File: src/rtl/line_pkg.sv
// Shared constants and state encoding for the terrain line renderer.
package line_pkg;

    localparam int LINE_W   = 640;
    localparam int SCREEN_H = 480;

    typedef enum logic {
        RUN  = 1'b0,
        OVER = 1'b1
    } state_t;

endpackage : line_pkg

File: src/rtl/line_hit_fsm.sv
// Game-state controller: counts grounded frames over a gap, tracks the
// survived-frame score and decides when the shadow line is reloaded.
//
//   state | meaning
//   ------+---------------------------------------------------------------
//   RUN   | game live; each enabled frame start latches a line and scores
//   OVER  | player fell into a gap; everything frozen until restart
module line_hit_fsm
    import line_pkg::*;
#(
    parameter int GAP_LIMIT = 3
) (
    input  logic        clk_i,
    input  logic        reset_i,
    input  logic        en_i,
    input  logic        frame_start_i,
    input  logic        restart_i,
    input  logic        player_air_i,
    input  logic        ground_i,
    output logic        latch_o,
    output logic        reload_o,
    output logic        game_over_o,
    output logic [15:0] score_o
);

    localparam int            GW      = $clog2(GAP_LIMIT + 1);
    localparam logic [GW-1:0] GAP_MAX = GW'(GAP_LIMIT);

    state_t        state_q, state_d;
    logic [GW-1:0] gap_cnt_q, gap_cnt_d;
    logic [GW-1:0] gap_inc;
    logic [15:0]   score_q, score_d;
    logic          game_over_q, game_over_d;

    // Next-state, counter and shadow-control decode.
    always_comb begin
        state_d   = state_q;
        gap_cnt_d = gap_cnt_q;
        score_d   = score_q;
        latch_o   = 1'b0;
        reload_o  = 1'b0;
        gap_inc   = gap_cnt_q + GW'(1);

        case (state_q)
            RUN: begin
                if (frame_start_i && en_i) begin
                    latch_o = 1'b1;
                    if (score_q != 16'hFFFF) begin
                        score_d = score_q + 16'd1;
                    end
                    if (!player_air_i && !ground_i) begin
                        gap_cnt_d = gap_inc;
                        if (gap_inc == GAP_MAX) begin
                            state_d = OVER;
                        end
                    end else begin
                        gap_cnt_d = '0;
                    end
                end
            end
            OVER: begin
                // Restart wins over any frame start arriving in the same cycle.
                if (restart_i) begin
                    state_d   = RUN;
                    reload_o  = 1'b1;
                    score_d   = '0;
                    gap_cnt_d = '0;
                end
            end
            default: state_d = RUN;
        endcase

        game_over_d = (state_d == OVER);
    end

    // State, counters and registered status outputs.
    always_ff @(posedge clk_i) begin
        if (reset_i) begin
            state_q     <= RUN;
            gap_cnt_q   <= '0;
            score_q     <= '0;
            game_over_q <= 1'b0;
        end else begin
            state_q     <= state_d;
            gap_cnt_q   <= gap_cnt_d;
            score_q     <= score_d;
            game_over_q <= game_over_d;
        end
    end

    assign game_over_o = game_over_q;
    assign score_o     = score_q;

endmodule : line_hit_fsm

File: src/rtl/line_render.sv
// Ground-band renderer: holds a frame-coherent shadow of the terrain line
// and looks up lit pixels from it with one cycle of latency.
module line_render
    import line_pkg::*;
#(
    parameter int BAND_TOP  = 400,
    parameter int BAND_BOT  = 419,
    parameter int PLAYER_X  = 64,
    parameter int GAP_LIMIT = 3
) (
    input  logic              clk_i,
    input  logic              reset_i,
    input  logic              en_i,
    input  logic [LINE_W-1:0] line_i,
    input  logic              frame_start_i,
    input  logic              pix_valid_i,
    input  logic [9:0]        pix_x_i,
    input  logic [9:0]        pix_y_i,
    input  logic              player_air_i,
    input  logic              restart_i,
    output logic              pix_on_o,
    output logic              pix_valid_o,
    output logic              game_over_o,
    output logic [15:0]       score_o
);

    localparam logic [9:0] Y_TOP = 10'(BAND_TOP);
    localparam logic [9:0] Y_BOT = 10'(BAND_BOT);
    localparam logic [9:0] X_END = 10'(LINE_W);
    localparam logic [9:0] Y_END = 10'(SCREEN_H);

    logic [LINE_W-1:0] shadow_q, shadow_d;
    logic              pix_on_q, pix_on_d;
    logic              pix_valid_q, pix_valid_d;
    logic              latch;
    logic              reload;
    logic              x_in;
    logic              y_in;
    logic [9:0]        pix_idx;

    line_hit_fsm #(
        .GAP_LIMIT (GAP_LIMIT)
    ) u_hit_fsm (
        .clk_i         (clk_i),
        .reset_i       (reset_i),
        .en_i          (en_i),
        .frame_start_i (frame_start_i),
        .restart_i     (restart_i),
        .player_air_i  (player_air_i),
        .ground_i      (line_i[PLAYER_X]),
        .latch_o       (latch),
        .reload_o      (reload),
        .game_over_o   (game_over_o),
        .score_o       (score_o)
    );

    // Shadow update and pixel lookup; lookup reads the pre-update shadow.
    always_comb begin
        shadow_d = shadow_q;
        if (reload) begin
            shadow_d = '1;
        end else if (latch) begin
            shadow_d = line_i;
        end

        x_in    = (pix_x_i < X_END);
        y_in    = (pix_y_i >= Y_TOP) && (pix_y_i <= Y_BOT) && (pix_y_i < Y_END);
        // Park the index at 0 off-line so the lookup never leaves the vector.
        pix_idx = x_in ? pix_x_i : 10'd0;

        pix_on_d    = pix_valid_i && x_in && y_in && shadow_q[pix_idx];
        pix_valid_d = pix_valid_i;
    end

    // Shadow register and pixel output pipeline stage.
    always_ff @(posedge clk_i) begin
        if (reset_i) begin
            shadow_q    <= '1;
            pix_on_q    <= 1'b0;
            pix_valid_q <= 1'b0;
        end else begin
            shadow_q    <= shadow_d;
            pix_on_q    <= pix_on_d;
            pix_valid_q <= pix_valid_d;
        end
    end

    assign pix_on_o    = pix_on_q;
    assign pix_valid_o = pix_valid_q;

endmodule : line_render

File: config.mk
export PLATFORM = sky130hd
export DESIGN_NAME = line_render
export DESIGN_NICKNAME = d
export VERILOG_FILES = /design/src/rtl/line_pkg.sv /design/src/rtl/line_hit_fsm.sv /design/src/rtl/line_render.sv
export SDC_FILE = /design/constraint.sdc
export NUM_CORES = 2
export LEC_CHECK = 0
export BUFFER_PORTS_ARGS = -buffer_cell sky130_fd_sc_hd__clkbuf_2
export CORE_AREA = 2 2 263 265
export CTS_CLUSTER_SIZE = 10
export DETAILED_ROUTE_END_ITERATION = 10
export DIE_AREA = 0 0 265 267
export GPL_ROUTABILITY_DRIVEN = 1
export PLACE_DENSITY_LB_ADDON = 0.15
export SLEW_MARGIN = 0
export SYNTH_ARGS = -nofsm -noshare
export SYNTH_HDL_FRONTEND = slang
export SYNTH_SLANG_ARGS = --single-unit
File: constraint.sdc
create_clock -name clk_i -period 2.7 [get_ports clk_i]
set_input_delay 0.135 -clock clk_i [delete_from_list [all_inputs] [get_ports clk_i]]
set_output_delay 0.135 -clock clk_i [all_outputs]
set_load 0.01 [all_outputs]
# Yosys cells after proc, flatten, opt, wreduce, memory -nomap -nowiden
# Index checks and enable logic that the tools add are counted.
dict set report totals {
  regBits 661
  inputBits 667
  out_inout_bits 19
  elab_cells 51
}
dict set report op_classes {
  n_addsub 2
  order_cmp 5
  eq_ne 5
  mux 20
  bitwise 1
  reduce_logical 12
}
# op n
set ops {}
lappend ops {{two-way mux 16 bit} 3}
lappend ops {{one-hot mux 16 bit (2 select lines)} 1}
lappend ops {{adder 16 x 1 -> 16 bit (second input constant)} 1}
lappend ops {{!= test 16 bit (second input constant)} 1}
lappend ops {{less-than comparator 10 x 11 -> 1 bit (second input constant)} 1}
lappend ops {{binary-select mux 1 bit (select 10 bit)} 1}
lappend ops {{greater-or-equal comparator 10 x 9 -> 1 bit (second input constant)} 1}
lappend ops {{less-or-equal comparator 10 x 9 -> 1 bit (second input constant)} 1}
lappend ops {{less-than comparator 10 bit (second input constant)} 1}
lappend ops {{less-than comparator 10 x 9 -> 1 bit (second input constant)} 1}
lappend ops {{two-way mux 10 bit} 1}
lappend ops {{two-way mux 1 bit} 9}
lappend ops {{logical AND 1 bit} 7}
lappend ops {{two-way mux 2 bit} 3}
lappend ops {{!= test 2 x 1 -> 1 bit (second input constant)} 2}
lappend ops {{one-hot mux 2 bit (2 select lines)} 1}
lappend ops {{AND reduction 3 bit} 1}
lappend ops {{adder 2 x 1 -> 2 bit (second input constant)} 1}
lappend ops {{equality test 2 bit (second input constant)} 1}
lappend ops {{logical NOT 1 bit} 2}
lappend ops {{!= test 2 bit (second input constant)} 1}
lappend ops {{one-hot mux 1 bit (2 select lines)} 1}
lappend ops {{AND reduction 2 bit} 1}
lappend ops {{OR reduction 2 bit} 1}
lappend ops {{inverter 1 bit} 1}

# Logic depth before layout (Yosys ltp)
dict set report logic_depth {
  ltp_word 6
  ltp_mapped 12
  depth_no_buf 9
}

# Cells and area by module
# From an unflattened synthesis, not the netlist that was laid out.
dict set report hier_totals {
  cells_unflattened 3060
  hier_area_um2 29482.0
}
# mod n_inst cells_per_inst area_each_um2 seq_area_each_um2
set by_module_without_submodules {}
lappend by_module_without_submodules {line_render 1 2934 28397.2 12852.3}
lappend by_module_without_submodules {line_hit_fsm 1 126 1084.8 380.4}

# Worst setup path before layout
# Ideal clock, no wire load.
dict set report synth_timing {
  kind {flip-flop to flip-flop}
  start {register u_hit_fsm.score_q[0], in the netlist u_hit_fsm.score_o[0]}
  end {register u_hit_fsm.score_q[15], in the netlist u_hit_fsm.score_o[15]}
  setup_time_ps 119
  t_arrival_ps 2225
  required_ps 2581
  setup_slack_ps 356
  stages_incl_launch_ff 11
  synth_period_minus_slack_ps 2344
  cell_sequence {dfxtp_1 ha_1 nand2_1 or4b_2 o21ai_1 and2_1 buf_2 nor3_1 or3b_1 xor2_1 nor2_1}
}
dict set report synth_via {
  elab_chain_cells 4
}
# item line
set synth_rtl {}
lappend synth_rtl {{start, declared} line_hit_fsm.sv:32} ;# logic [15:0] score_q, score_d;
lappend synth_rtl {{start signal, assigned} line_hit_fsm.sv:86} ;# score_q <= score_d;
lappend synth_rtl {{adder 16 x 1 -> 16 bit} line_hit_fsm.sv:49} ;# score_d = score_q + 16'd1;
lappend synth_rtl {{two-way mux 16 bit} line_hit_fsm.sv:48} ;# if (score_q != 16'hFFFF) begin
lappend synth_rtl {{two-way mux 16 bit} line_hit_fsm.sv:46} ;# if (frame_start_i && en_i) begin
lappend synth_rtl {{one-hot mux 16 bit (2 select lines)} line_hit_fsm.sv:44} ;# case (state_q)
# Several ways; a longest one is shown, not always the timed one. The select of a mux whose other input is x is not followed.
# A chain may end at the register's enable or synchronous reset.

# Worst setup path after layout
dict set report layout_timing {
  start {register u_hit_fsm.score_q[0], in the netlist u_hit_fsm.score_o[0]}
  end {register u_hit_fsm.score_q[2], in the netlist u_hit_fsm.score_o[2]}
}
# The elaborated chain is that of the path after synthesis.

==> metrics.txt <==
power density cells=584 nW/um2; initial antenna violation count=11; Post-synth EDFFs=0; I/O Pins=686; Die X-Extent=265 um; worst min path class=in2reg; Fin Hold WS=0.0661 ns; CP arrival=3.12 ns; DRC Markers=0; H-tree Lvls=3; register area share after synthesis=0.460; f_max=0.379 GHz; syn avg cell area=7.73 um2; hold_sp=pix_y_i[9]; clock sink total=661; pin count of the biggest net entering global routing=160; Root Driver=clkbuf_16; share of layout cells above drive strength 1=0.212; post-detail-place hpwl=90800 um; Pleak=20.2 nW; Site Rows=96; multi-input logic area=14200 um2; post-layout minimum cycle time=2.64 ns; CTS buffer count=78; most common cell in the synthesized netlist=nand2_1; worst slew pin tran=0.995 ns; switching power of the nets=6.88 mW; fin crit share=0.977; core area=68000 um2; clock group share of total power=0.384; critical path peak fanout=6; share of the synthesized area in the top cell type=0.460; Routed Wire Length=137000 um; hold path cells=6; relative slew slack=0.337; R2R depth=9; DRT iter0 DRCs=3554; GPL Wtd Cong=0.913; CP startpoint kind=register; Switching Fraction=0.277; drt first pass iters=8; largest cells by area after synthesis=dfxtp_1 (46%), nand2_1 (17%), nand3_1 (11%); WL per Instance=23.1 um; DRT antenna net count=0; Syn Nets=4387; # Max-Cap Violations=0; grt ovf=0; combinational share of power=0.180; initial core utilization=0.423; clk slew on worst S/H paths=0.06 ns; Clk Latency, worst-skew pair=0.63 ns; list of most frequent post-synthesis cells=nand2_1 (1336), dfxtp_1 (661), nand3_1 (659), clkbuf_1 (243), mux2i_1 (113); CTS tree=built; FILL cells=5709; Reg2Reg Capture Point=u_hit_fsm.score_o[2]$_SDFFE_PP0P_; die area=70800 um2; yosys warns=0; nets@finish=5677; sequential share of power=0.436; Seq cells post-synth=661; Cell Int Power=18.0 mW; CP endpoint kind=register; deepest clock path buffer count=3; post-CTS setup repair buffer count=0; Reg area=13200 um2; Buffers on Ports=683; Async SR Flop Fraction=0; Area Overhead vs Synth=48.3%; DP Worst Slack=-0.393 ns; clock skew=0.0167 ns; All-Layer GR Usage=0.374; fin. max-slew vios=0; vias in the first global route=33100; Synth Flop Type=dfxtp_1; Synth area leader=dfxtp_1; RSZ-0062 raised after global routing=no; first-pass GRT wire length=202000 um; r2r startpoint=u_hit_fsm.score_o[0]$_SDFFE_PP0P_; critical path class=reg2reg; Synth Instances=3718; setup ws final=0.0632 ns; die height=267 um; worst reg-to-reg setup slack=0.06 ns; Worst Hold Endpoint=pix_on_o$_SDFF_PP0_; Mapped Area=28700 um2; outcome=finished clean; vias per cell=5.63; peak supply drop=0.374 mV; CP required=3.18 ns; Vias=33400; post-synthesis cell type count=78; final hold violations=0; final setup fails=0
critical path, cell delays in order, from the launching register on:
cell and delay [ns]:
dfxtp_1 0.39, ha_1 0.21, nand2_1 0.12, or4b_2 0.67, o21ai_1 0.24, and2_2 0.24, buf_4 0.16, nand2b_1 0.15
xor2_1 0.23, nor2_1 0.08
layer usage:
metal  global-route usage  vias up  share of wire
li1                     -    15300              -
met1                0.458    15900           0.39
met2                0.624     1748           0.48
met3               0.0718      450          0.079
met4                0.196        8          0.052
met5                    0        -        0.00034
sequential cells by signal, indices dropped and copies added, names as in the netlist:
| register | count |
|---|---|
| u_hit_fsm.score_o | 16 |
| pix_valid_o | 1 |
| u_hit_fsm.state_q | 1 |
| shadow_q | 640 |
| u_hit_fsm.gap_cnt_q | 2 |
| pix_on_o | 1 |
logic make-up (layout without fill, tap and decap cells):
logic type               Yosys count  count (layout)  synth area share
AO/OA/AOI/OAI                    375             375            0.0973
XOR/XNOR                          14              14           0.00427
adder cells (fa/ha/maj)            2               2          0.000871
buffers and inverters            335            1646            0.0506
flip-flops                       661             661             0.460
multiplexers                     172             172            0.0664
other                              0               9                 0
AND/OR/NAND/NOR                 2159            2159             0.320
stage by stage:
stage | cells | setup TNS, ns | utilization | power, mW | cell area, um2
global route | 5917 | 0 | 0.627 | 25.7 | 42600
global placement | 5163 | -0.345 | 0.499 | 14.6 | 33900
finish | 5920 | 0 | 0.627 | 24.9 | 42600
floorplan | 3718 | 0 | - | 12.8 | 28700
detailed placement | 5163 | -0.393 | 0.499 | 14.6 | 33900
CTS | 5911 | 0 | 0.626 | 24.8 | 42600
cells in the final DEF, fill, tap and decap left out, types with 49 or more instances in the layout:
cell	count
mux2i_1	113
clkbuf_2	681
buf_4	159
mux2_2	49
a21oi_1	53
nand2_1	1333
nor2_1	50
clkbuf_16	81
nand3_1	659
dlygate4sd3_1	647
dfxtp_1	661
how the worst max path moves through the flow:
stage / start / to / cells after the start
global placement: pix_x_i[2] / pix_on_o$_SDFF_PP0_ / 13
global route: u_hit_fsm.score_o[0]$_SDFFE_PP0P_ / u_hit_fsm.score_o[15]$_SDFFE_PP0P_ / 9
floorplan: u_hit_fsm.score_o[0]$_SDFFE_PP0P_ / u_hit_fsm.score_o[15]$_SDFFE_PP0P_ / 10
detailed placement: pix_x_i[2] / pix_on_o$_SDFF_PP0_ / 13
finish: u_hit_fsm.score_o[0]$_SDFFE_PP0P_ / u_hit_fsm.score_o[2]$_SDFFE_PP0P_ / 9
CTS: shadow_q[215]$_SDFFE_PP1P_ / pix_on_o$_SDFF_PP0_ / 8
layout make-up:
class / count / share of cell area
Clock buffer: 93 / 0.0491
Multi-Input combinational cell: 2722 / 0.332
Tap cell: 882 / 0.0259
Clock inverter: 8 / 0.00194
Antenna cell: 9 / 0.000528
Inverter: 19 / 0.00167
Timing Repair Buffer: 1526 / 0.278
Sequential cell: 661 / 0.311
power groups by stage:
stage | clock (mW) | sequential, mW | combinational [mW]
3_3_place_gp | 0 | 11.0 | 3.55
3_5_place_dp | 0 | 11.0 | 3.58
4_1_cts | 9.63 | 10.8 | 4.34
5_1_grt | 10.0 | 10.9 | 4.81
2_1_floorplan | 0 | 10.8 | 1.99
6_report | 9.55 | 10.8 | 4.48
timing repair:
item / CTS / global route
hold endpoints to repair: 645 / 0
hold buffers: 647 / 0
gates resized for setup: 0 / 4
setup endpoints to repair: 0 / 3
Note: power is estimated with default switching activity, not from simulation.
